==> src/rtl/switch_allocator.sv <==
// Wormhole switch allocator: one lock/round-robin arbiter per output, heads allocate
// a free output, body/tail flits stream through the owner until the tail releases it.
module switch_alloc_out #(
    parameter int NUM_OF_PORTS = 5,
    parameter int PORT_BITS    = 3
) (
    input  logic                    clk,
    input  logic                    rst_n,
    input  logic [NUM_OF_PORTS-1:0] elig,
    input  logic [NUM_OF_PORTS-1:0] req_ok,
    input  logic [NUM_OF_PORTS-1:0] is_tail,
    input  logic                    out_ready,
    output logic                    locked,
    output logic [PORT_BITS-1:0]    owner,
    output logic [NUM_OF_PORTS-1:0] grant_vec,
    output logic [PORT_BITS-1:0]    xbar_sel,
    output logic                    xbar_valid
);
    localparam logic [PORT_BITS-1:0] NONE_PORT = PORT_BITS'(NUM_OF_PORTS);
    localparam logic [PORT_BITS-1:0] RR_INIT   = PORT_BITS'(NUM_OF_PORTS - 1);

    typedef enum logic {FREE = 1'b0, LOCKED = 1'b1} state_t;

    state_t               state, state_nxt;
    logic [PORT_BITS-1:0] owner_nxt, rr, rr_nxt, win, idx;
    logic                 found;

    // Search starts just after the last packet's owner so it gets lowest priority next.
    always_comb begin
        found = 1'b0;
        win   = '0;
        idx   = '0;
        for (int k = 1; k <= NUM_OF_PORTS; k++) begin
            idx = PORT_BITS'((int'(rr) + k) % NUM_OF_PORTS);
            if (!found && elig[idx]) begin
                found = 1'b1;
                win   = idx;
            end
        end
    end

    always_ff @(posedge clk or negedge rst_n) begin
        if (!rst_n) begin
            state <= FREE;
            owner <= '0;
            rr    <= RR_INIT;
        end else begin
            state <= state_nxt;
            owner <= owner_nxt;
            rr    <= rr_nxt;
        end
    end

    always_comb begin
        state_nxt  = state;
        owner_nxt  = owner;
        rr_nxt     = rr;
        grant_vec  = '0;
        xbar_sel   = NONE_PORT;
        xbar_valid = 1'b0;
        case (state)
            FREE: begin
                // Allocation cycle only; the head itself moves on the following cycle.
                if (found) begin
                    state_nxt = LOCKED;
                    owner_nxt = win;
                end
            end
            LOCKED: begin
                xbar_sel = owner;
                if (req_ok[owner] && out_ready) begin
                    grant_vec[owner] = 1'b1;
                    xbar_valid       = 1'b1;
                    if (is_tail[owner]) begin
                        state_nxt = FREE;
                        rr_nxt    = owner;
                    end
                end
            end
            default: state_nxt = FREE;
        endcase
    end

    assign locked = (state == LOCKED);
endmodule

module switch_allocator #(
    parameter int NUM_OF_PORTS = 5,
    parameter int PORT_BITS    = 3
) (
    input  logic                                   clk,
    input  logic                                   rst_n,
    input  logic [NUM_OF_PORTS-1:0]                req_i,
    input  logic [NUM_OF_PORTS-1:0][PORT_BITS-1:0] req_port_i,
    input  logic [NUM_OF_PORTS-1:0][1:0]           req_flit_type_i,
    input  logic [NUM_OF_PORTS-1:0]                out_ready_i,
    output logic [NUM_OF_PORTS-1:0]                grant_o,
    output logic [NUM_OF_PORTS-1:0][PORT_BITS-1:0] xbar_sel_o,
    output logic [NUM_OF_PORTS-1:0]                xbar_valid_o,
    output logic [NUM_OF_PORTS-1:0]                out_busy_o,
    output logic                                   protocol_err_o
);
    localparam logic [1:0]           HEAD  = 2'd0;
    localparam logic [1:0]           TAIL  = 2'd1;
    localparam logic [PORT_BITS-1:0] NPORT = PORT_BITS'(NUM_OF_PORTS);

    logic [NUM_OF_PORTS-1:0]                   locked, owns, port_ok, req_ok, is_tail, viol;
    logic [NUM_OF_PORTS-1:0][PORT_BITS-1:0]    owner;
    logic [NUM_OF_PORTS-1:0][NUM_OF_PORTS-1:0] elig, grant_vec;

    always_comb begin
        owns = '0;
        for (int o = 0; o < NUM_OF_PORTS; o++)
            if (locked[o]) owns[owner[o]] = 1'b1;
    end

    // An input already holding a lock is kept out of allocation so it can never be
    // granted by two outputs at once.
    always_comb begin
        elig = '0;
        for (int i = 0; i < NUM_OF_PORTS; i++) begin
            port_ok[i] = req_port_i[i] < NPORT;
            req_ok[i]  = req_i[i] && port_ok[i];
            is_tail[i] = req_flit_type_i[i] == TAIL;
            viol[i]    = req_i[i] && (!port_ok[i] || (req_flit_type_i[i] != HEAD && !owns[i]));
            for (int o = 0; o < NUM_OF_PORTS; o++)
                elig[o][i] = req_ok[i] && req_port_i[i] == PORT_BITS'(o) &&
                             req_flit_type_i[i] == HEAD && !owns[i];
        end
    end

    for (genvar g = 0; g < NUM_OF_PORTS; g++) begin : g_out
        switch_alloc_out #(
            .NUM_OF_PORTS(NUM_OF_PORTS),
            .PORT_BITS   (PORT_BITS)
        ) u_out (
            .clk       (clk),
            .rst_n     (rst_n),
            .elig      (elig[g]),
            .req_ok    (req_ok),
            .is_tail   (is_tail),
            .out_ready (out_ready_i[g]),
            .locked    (locked[g]),
            .owner     (owner[g]),
            .grant_vec (grant_vec[g]),
            .xbar_sel  (xbar_sel_o[g]),
            .xbar_valid(xbar_valid_o[g])
        );
    end

    always_comb begin
        grant_o = '0;
        for (int o = 0; o < NUM_OF_PORTS; o++) grant_o = grant_o | grant_vec[o];
    end

    assign out_busy_o = locked;

    always_ff @(posedge clk or negedge rst_n) begin
        if (!rst_n) protocol_err_o <= 1'b0;
        else        protocol_err_o <= |viol;
    end
endmodule

==> config.mk <==
export PLATFORM = sky130hd
export DESIGN_NAME = switch_allocator
export DESIGN_NICKNAME = d
export VERILOG_FILES = /design/src/rtl/switch_allocator.sv
export SDC_FILE = /design/constraint.sdc
export NUM_CORES = 1
export LEC_CHECK = 0
export BUFFER_PORTS_ARGS = -buffer_cell sky130_fd_sc_hd__clkbuf_2
export CORE_MARGIN = 5
export CORE_UTILIZATION = 50
export CTS_CLUSTER_DIAMETER = 120
export DETAILED_ROUTE_END_ITERATION = 16
export GPL_ROUTABILITY_DRIVEN = 0
export MAX_ROUTING_LAYER = met4
export PLACE_DENSITY = 0.75
export SLEW_MARGIN = 20
export SYNTH_ARGS = -nofsm -noshare
export SYNTH_HDL_FRONTEND = slang
export SYNTH_SLANG_ARGS = --single-unit
==> constraint.sdc <==
create_clock -name clk -period 8.3 [get_ports clk]
set_input_delay 0.83 -clock clk [delete_from_list [all_inputs] [get_ports clk]]
set_output_delay 0.83 -clock clk [all_outputs]
set_load 0.005 [all_outputs]
==> results of run 1 <==
==> sequential cells by signal, summed over array words and instances (netlist names) <==
name and count:
protocol_err_o 1, g_out.u_out.rr 15, g_out.u_out.owner 15, g_out.u_out.locked 5
==> layer usage <==
layer,vias to the layer above,global-route usage [%],routed length (um)
met5,-,-,0
met3,80,4.90,2910
met1,5261,33.0,13400
met2,526,38.8,13700
li1,5449,-,-
met4,0,9.09,1090
==> report_power, final <==
group          internal, mW  leakage [nW]  switching [mW]
Sequential            0.247         0.429           0.266
Combinational          1.71          4.18            2.46
Clock                 0.203         0.104          0.0828
==> final timing paths <==
kind,from,to,cells past startpoint
max in group asynchronous,rst_n,g_out[2].u_out.rr[1],1
max,g_out[3].u_out.rr[0],g_out[3].u_out.owner[0],17
min in group clk,g_out[3].u_out.locked,g_out[3].u_out.locked,2
min,rst_n,g_out[3].u_out.rr[1],1
max reg2reg,g_out[3].u_out.rr[0],g_out[3].u_out.owner[0],17
min reg2reg,g_out[3].u_out.locked,g_out[3].u_out.locked,2
==> Yosys cell counts (10+ instances only) <==
cell type  count  area, um^2
nor3_1        45         225
and2_1        18         113
nand4b_1      13         114
xnor2_1       41         359
buf_4         11        82.6
a2111oi_0     12         105
o21a_1        19         143
and3_1        12        75.1
o211ai_1      18         135
o21ai_0       68         340
mux2_2        35         394
o31ai_1       19         143
a21oi_1       99         495
or4_1         11        82.6
mux2i_1       39         390
nand4_1       12        75.1
nor4b_1       10        87.6
ha_1         115        1440
clkbuf_1      60         225
a211oi_1      23         173
o22ai_1       13        81.3
nor2b_1       30         188
nor2_1       113         424
inv_1         94         353
a31oi_1       22         138
nand3_1       40         200
or3_1         12        75.1
nand2_1      111         417
nand2b_1      44         275
nor3b_1       16         120
dfrtp_1       31         776
==> stage by stage <==
stage               hold WS, ps  worst slack [ps]
CTS                         719              2710
global route                751              2300
finish                      674              2640
detailed placement          708              2740
floorplan                   534              3440
global placement            706              2870
==> worst max-delay path, stage by stage (launching register included) <==
cell	delay, ps
dfrtp_1	320
buf_4	260
inv_1	280
ha_1	620
ha_1	360
or4b_2	680
nand2_1	110
xnor2_1	100
ha_1	260
nor2b_1	140
a2111oi_0	660
nor3_1	230
or3b_2	500
a211oi_1	210
a31oi_1	100
nor3_1	370
o21ai_0	160
a32oi_1	210
==> layout make-up <==
class                   count  area share (%)
diodes                      4          0.0898
repair buffers             70            3.21
multi-input cells        1236            80.2
inverters                 100            3.37
well taps                 275            3.09
flip-flops and latches     36            8.14
clock inverters             3           0.808
clock buffers               5            1.12
==> cell families after synthesis <==
group,count (synthesis)
AO/OA/AOI/OAI,434
XOR/XNOR,51
adder cells (fa/ha/maj),115
buffers and inverters,185
flip-flops,36
multiplexers,84
AND/OR/NAND/NOR,552
==> impl_metrics.json, run 1 <==
{
  "synthFlopType": "dfrtp_1",
  "cts_resized": 0,
  "area_growth_pct": 5.32,
  "syn_area_um2": 10600,
  "n_fill_cell": 2044,
  "cts_max_level": 2,
  "die_x_um": 155,
  "crit_path_end_kind": "flip-flop",
  "synth_enable_flop_cells": 0,
  "cts_sinks": 36,
  "leakage_nw": 4.72,
  "design.core.area_um2": 21000,
  "total_power_mw": 4.97,
  "maxSlewViolCount": 0,
  "grt_pass1_vias": 10200,
  "rsz0062_at_grt": "no",
  "grtUsageTotal_pct": 25.2,
  "clkTransAtPathRegs_ps": 60,
  "clock.fmax_mhz": 177,
  "syn_area_per_cell_um2": 7.26,
  "final_common_cell": "ha_1",
  "ys_types": 88,
  "required_ps": 8510,
  "num_vias": 11300,
  "postLayoutCellArea_um2": 11100,
  "postCtsHoldBufs": 0,
  "synthSimpleGateAreaFrac_pct": 28.7,
  "stdcell_count": 1729,
  "dp.final_hpwl_um": 24300,
  "cts_root_buf": "clkbuf_16",
  "cp_max_fo": 26,
  "start_kind": "flip-flop",
  "hold_viol": 0,
  "final_cell_mix": "ha_1 (115), nor2_1 (113), nand2_1 (111)",
  "die_y_um": 155,
  "postLayoutCoreUtil_pct": 53.2,
  "multi_input_area_um2": 8930,
  "ys_ff_latch": 36,
  "cts_buffers": 5,
  "placed_cells": 1717,
  "post_drt_via_cell_ratio": 6.54,
  "register_area_um2": 907,
  "tritoncts": "yes",
  "antenna_left": 0,
  "drc": 0,
  "status": "finished, final reports clean",
  "critPathKind": "flip-flop to flip-flop",
  "yosysSeqAreaShare_pct": 8.57,
  "place_area_um2": 10900,
  "finalSetupViolCount": 0,
  "synth_xor_area_share_pct": 4.29,
  "synth_mux_area_share_pct": 9.47,
  "grt_start_max_net_pins": 37,
  "rows": 53,
  "p_per_area_nw_per_um2": 446,
  "worstPathArrival_ps": 5870,
  "numPortBuffers": 67,
  "ys_warn_count": 0,
  "die_area_um2": 24200,
  "reg2reg_slack_ps": 2640,
  "maxSlewHeadroom_pct": 31.4,
  "dr.first_iter.drc_count": 950,
  "finalCritPeriodShare_pct": 68.2,
  "grt_first_pass_wirelength_um": 50200,
  "synthAdderAreaFrac_pct": 13.6,
  "antenna_found_initial": 4,
  "syn_inst": 1457,
  "clockBufferDepth": 2,
  "grt.overflow.total": 0,
  "wl_per_cell_um": 18.0,
  "post_cts_buffers": 0,
  "clock_latency_ps": 290,
  "pin_count": 68,
  "worstMarginPinSlew_ps": 1020,
  "synth_nets": 1609,
  "cap_viol_max_count": 0,
  "layout-drive-gt1-share_pct": 11.5,
  "wirelength_um": 31100,
  "irDropWorstVdd_mv": 0.307,
  "synth_compound_area_share_pct": 28.4,
  "skew_ps": 4.79,
  "fin_nets": 1601,
  "initial_utilization_pct": 50.5,
  "async_reset_ff_share_pct": 100,
  "synth_top_family_by_area": "simple AND/OR/NAND/NOR gates",
  "min_path_type": "input pin to async pin",
  "min_period_ps": 5660,
  "finalSetupTns_ps": 0,
  "first_pass_iters": 5
}
(Power assumes the default switching activity.)
==> inputs of run 2 (changes only) <==
- PLACE_DENSITY: 0.75 -> 0.77
- clock period: 8.3 -> 4.6 ns (I/O delays scaled with it)
==> run 2 against run 1 <==
  * First-iteration DRC count up 11%
  * Clock power up 36%
  * Utilization up 3.5 points
  * Clock skew up 3.3 ps
  * Clock-buffer cell count up 3
  * Routed wire length up 6.9%
  * Worst hold slack worse by 500 ps
  * Die area unchanged
  * Sequential power up 48%
  * Sequential share of layout area down 0.37 points
  * Highest routed layer unchanged
==> impl_metrics.json, run 2 (synthesis results as in run 1) <==
{
  "status": "finished, final reports clean",
  "dp.final_hpwl_um": 25900,
  "maxSlewViolCount": 0,
  "postCtsHoldBufs": 0,
  "place_area_um2": 11400,
  "p_per_area_nw_per_um2": 823,
  "postLayoutSetupSlackWorst_ps": 121,
  "first_pass_iters": 6,
  "grt.overflow.total": 0,
  "min_period_ps": 4480,
  "die_area_um2": 24200,
  "area_growth_pct": 12.2,
  "layout-drive-gt1-share_pct": 18.3,
  "antenna_found_initial": 2,
  "cts_max_level": 2,
  "drc": 0,
  "finalSetupViolCount": 0,
  "post_drt_via_cell_ratio": 6.54,
  "finalCritPeriodShare_pct": 97.4,
  "leakage_nw": 5.12,
  "num_vias": 11800,
  "initial_utilization_pct": 50.5,
  "cp_max_fo": 15,
  "min_path_type": "input pin to async pin",
  "cts_sinks": 36,
  "clock.fmax_mhz": 223,
  "rows": 53,
  "crit_path_end_kind": "flip-flop",
  "design.core.area_um2": 21000,
  "cts_buffers": 5,
  "grt_start_max_net_pins": 37,
  "die_y_um": 155,
  "final_cell_mix": "nor2_1 (112), ha_1 (112), nand2_1 (111)",
  "grt_first_pass_wirelength_um": 52700,
  "place_ws_ps": -151,
  "fin_nets": 1678,
  "required_ps": 4770,
  "clkTransAtPathRegs_ps": 70,
  "clockBufferDepth": 2,
  "grt_pass1_vias": 10900,
  "numPortBuffers": 67,
  "postLayoutCellArea_um2": 11900,
  "clock_latency_ps": 300,
  "pin_count": 68,
  "maxSlewHeadroom_pct": 32.2,
  "crit_start": "g_out[0].u_out.rr[2]",
  "r2r_start": "g_out[0].u_out.rr[2]",
  "grtUsageTotal_pct": 26.6,
  "postLayoutCoreUtil_pct": 56.6,
  "cts_root_buf": "clkbuf_16",
  "tritoncts": "yes",
  "antenna_left": 0,
  "wl_per_cell_um": 18.4,
  "irDropWorstVdd_mv": 0.661,
  "dr.first_iter.drc_count": 1055,
  "die_x_um": 155,
  "worstPathArrival_ps": 4650,
  "cap_viol_max_count": 0,
  "skew_ps": 8.07,
  "critPathKind": "flip-flop to flip-flop",
  "wirelength_um": 33300,
  "start_kind": "flip-flop",
  "reg2reg_slack_ps": 120,
  "finalSetupTns_ps": 0,
  "worstMarginPinSlew_ps": 1000,
  "hold_viol": 0
}
[run 2: changes by cell type in the layout (fill, tap and decap cells not counted), sizes merged]
cell	delta
buf	+77
bufinv	-3
clkbuf	+3
diode	-2
[run 2: what timing repair did]
action | in CTS | in global routing
setup endpoints to repair | 4 | 16
pin swaps | 2 | 6
setup buffers | 0 | 7
gates resized for setup | 3 | 44
[run 2: cell type report]
cell class | instances | area (um^2)
antenna | 2 | 5.00
clock buffer | 8 | 156
fill | 1956 | 9090
inverter | 100 | 375
multi-input combinational | 1236 | 9130
sequential | 36 | 922
tap | 275 | 344
timing repair buffer | 147 | 938
[run 2: through the flow]
| stage | std cells | power, mW | hold slack, ps |
|---|---|---|---|
| 6_report | 1804 | 9.77 | 173 |
| 5_1_grt | 1804 | 10.6 | 202 |
| 4_1_cts | 1795 | 9.24 | 383 |
| 3_5_place_dp | 1787 | 8.80 | 661 |
| 3_3_place_gp | 1787 | 8.52 | 647 |
| 2_1_floorplan | 1457 | 6.81 | 164 |
[run 2: worst paths after layout]
kind	to	cells past startpoint
max	g_out[0].u_out.owner[1]	15
min	g_out[1].u_out.owner[2]	1
max reg2reg	g_out[0].u_out.owner[1]	15
min reg2reg	g_out[1].u_out.rr[2]	2
max in group asynchronous	g_out[2].u_out.rr[0]	1
min in group clk	protocol_err_o	3
[run 2: worst max-delay path, cell delays in order, from the launching register on]
cell      delay [ps]
dfstp_4          710
xnor2_1          160
inv_1            100
ha_1             220
nor3_2           310
nor2_1           120
xnor2_1          270
ha_1             230
nor2b_1          190
o32ai_2          120
xnor2_1          360
mux2_2           370
mux2_2           270
or4b_2           630
a31oi_1          210
a311oi_1          70
[run 2: report_power, final]
group | switching, mW | total (mW) | leakage (nW) | internal, mW
combinational | 4.97 | 8.62 | 4.62 | 3.65
sequential | 0.299 | 0.759 | 0.428 | 0.460
clock | 0.157 | 0.388 | 0.0772 | 0.232
total | 5.43 | 9.77 | 5.12 | 4.34
[run 2: per-layer routing]
metal	GRT usage [%]	share of wire [%]
met5	-	0
met4	10.9	4.0
met3	4.20	9.4
met2	41.0	44
met1	34.9	42
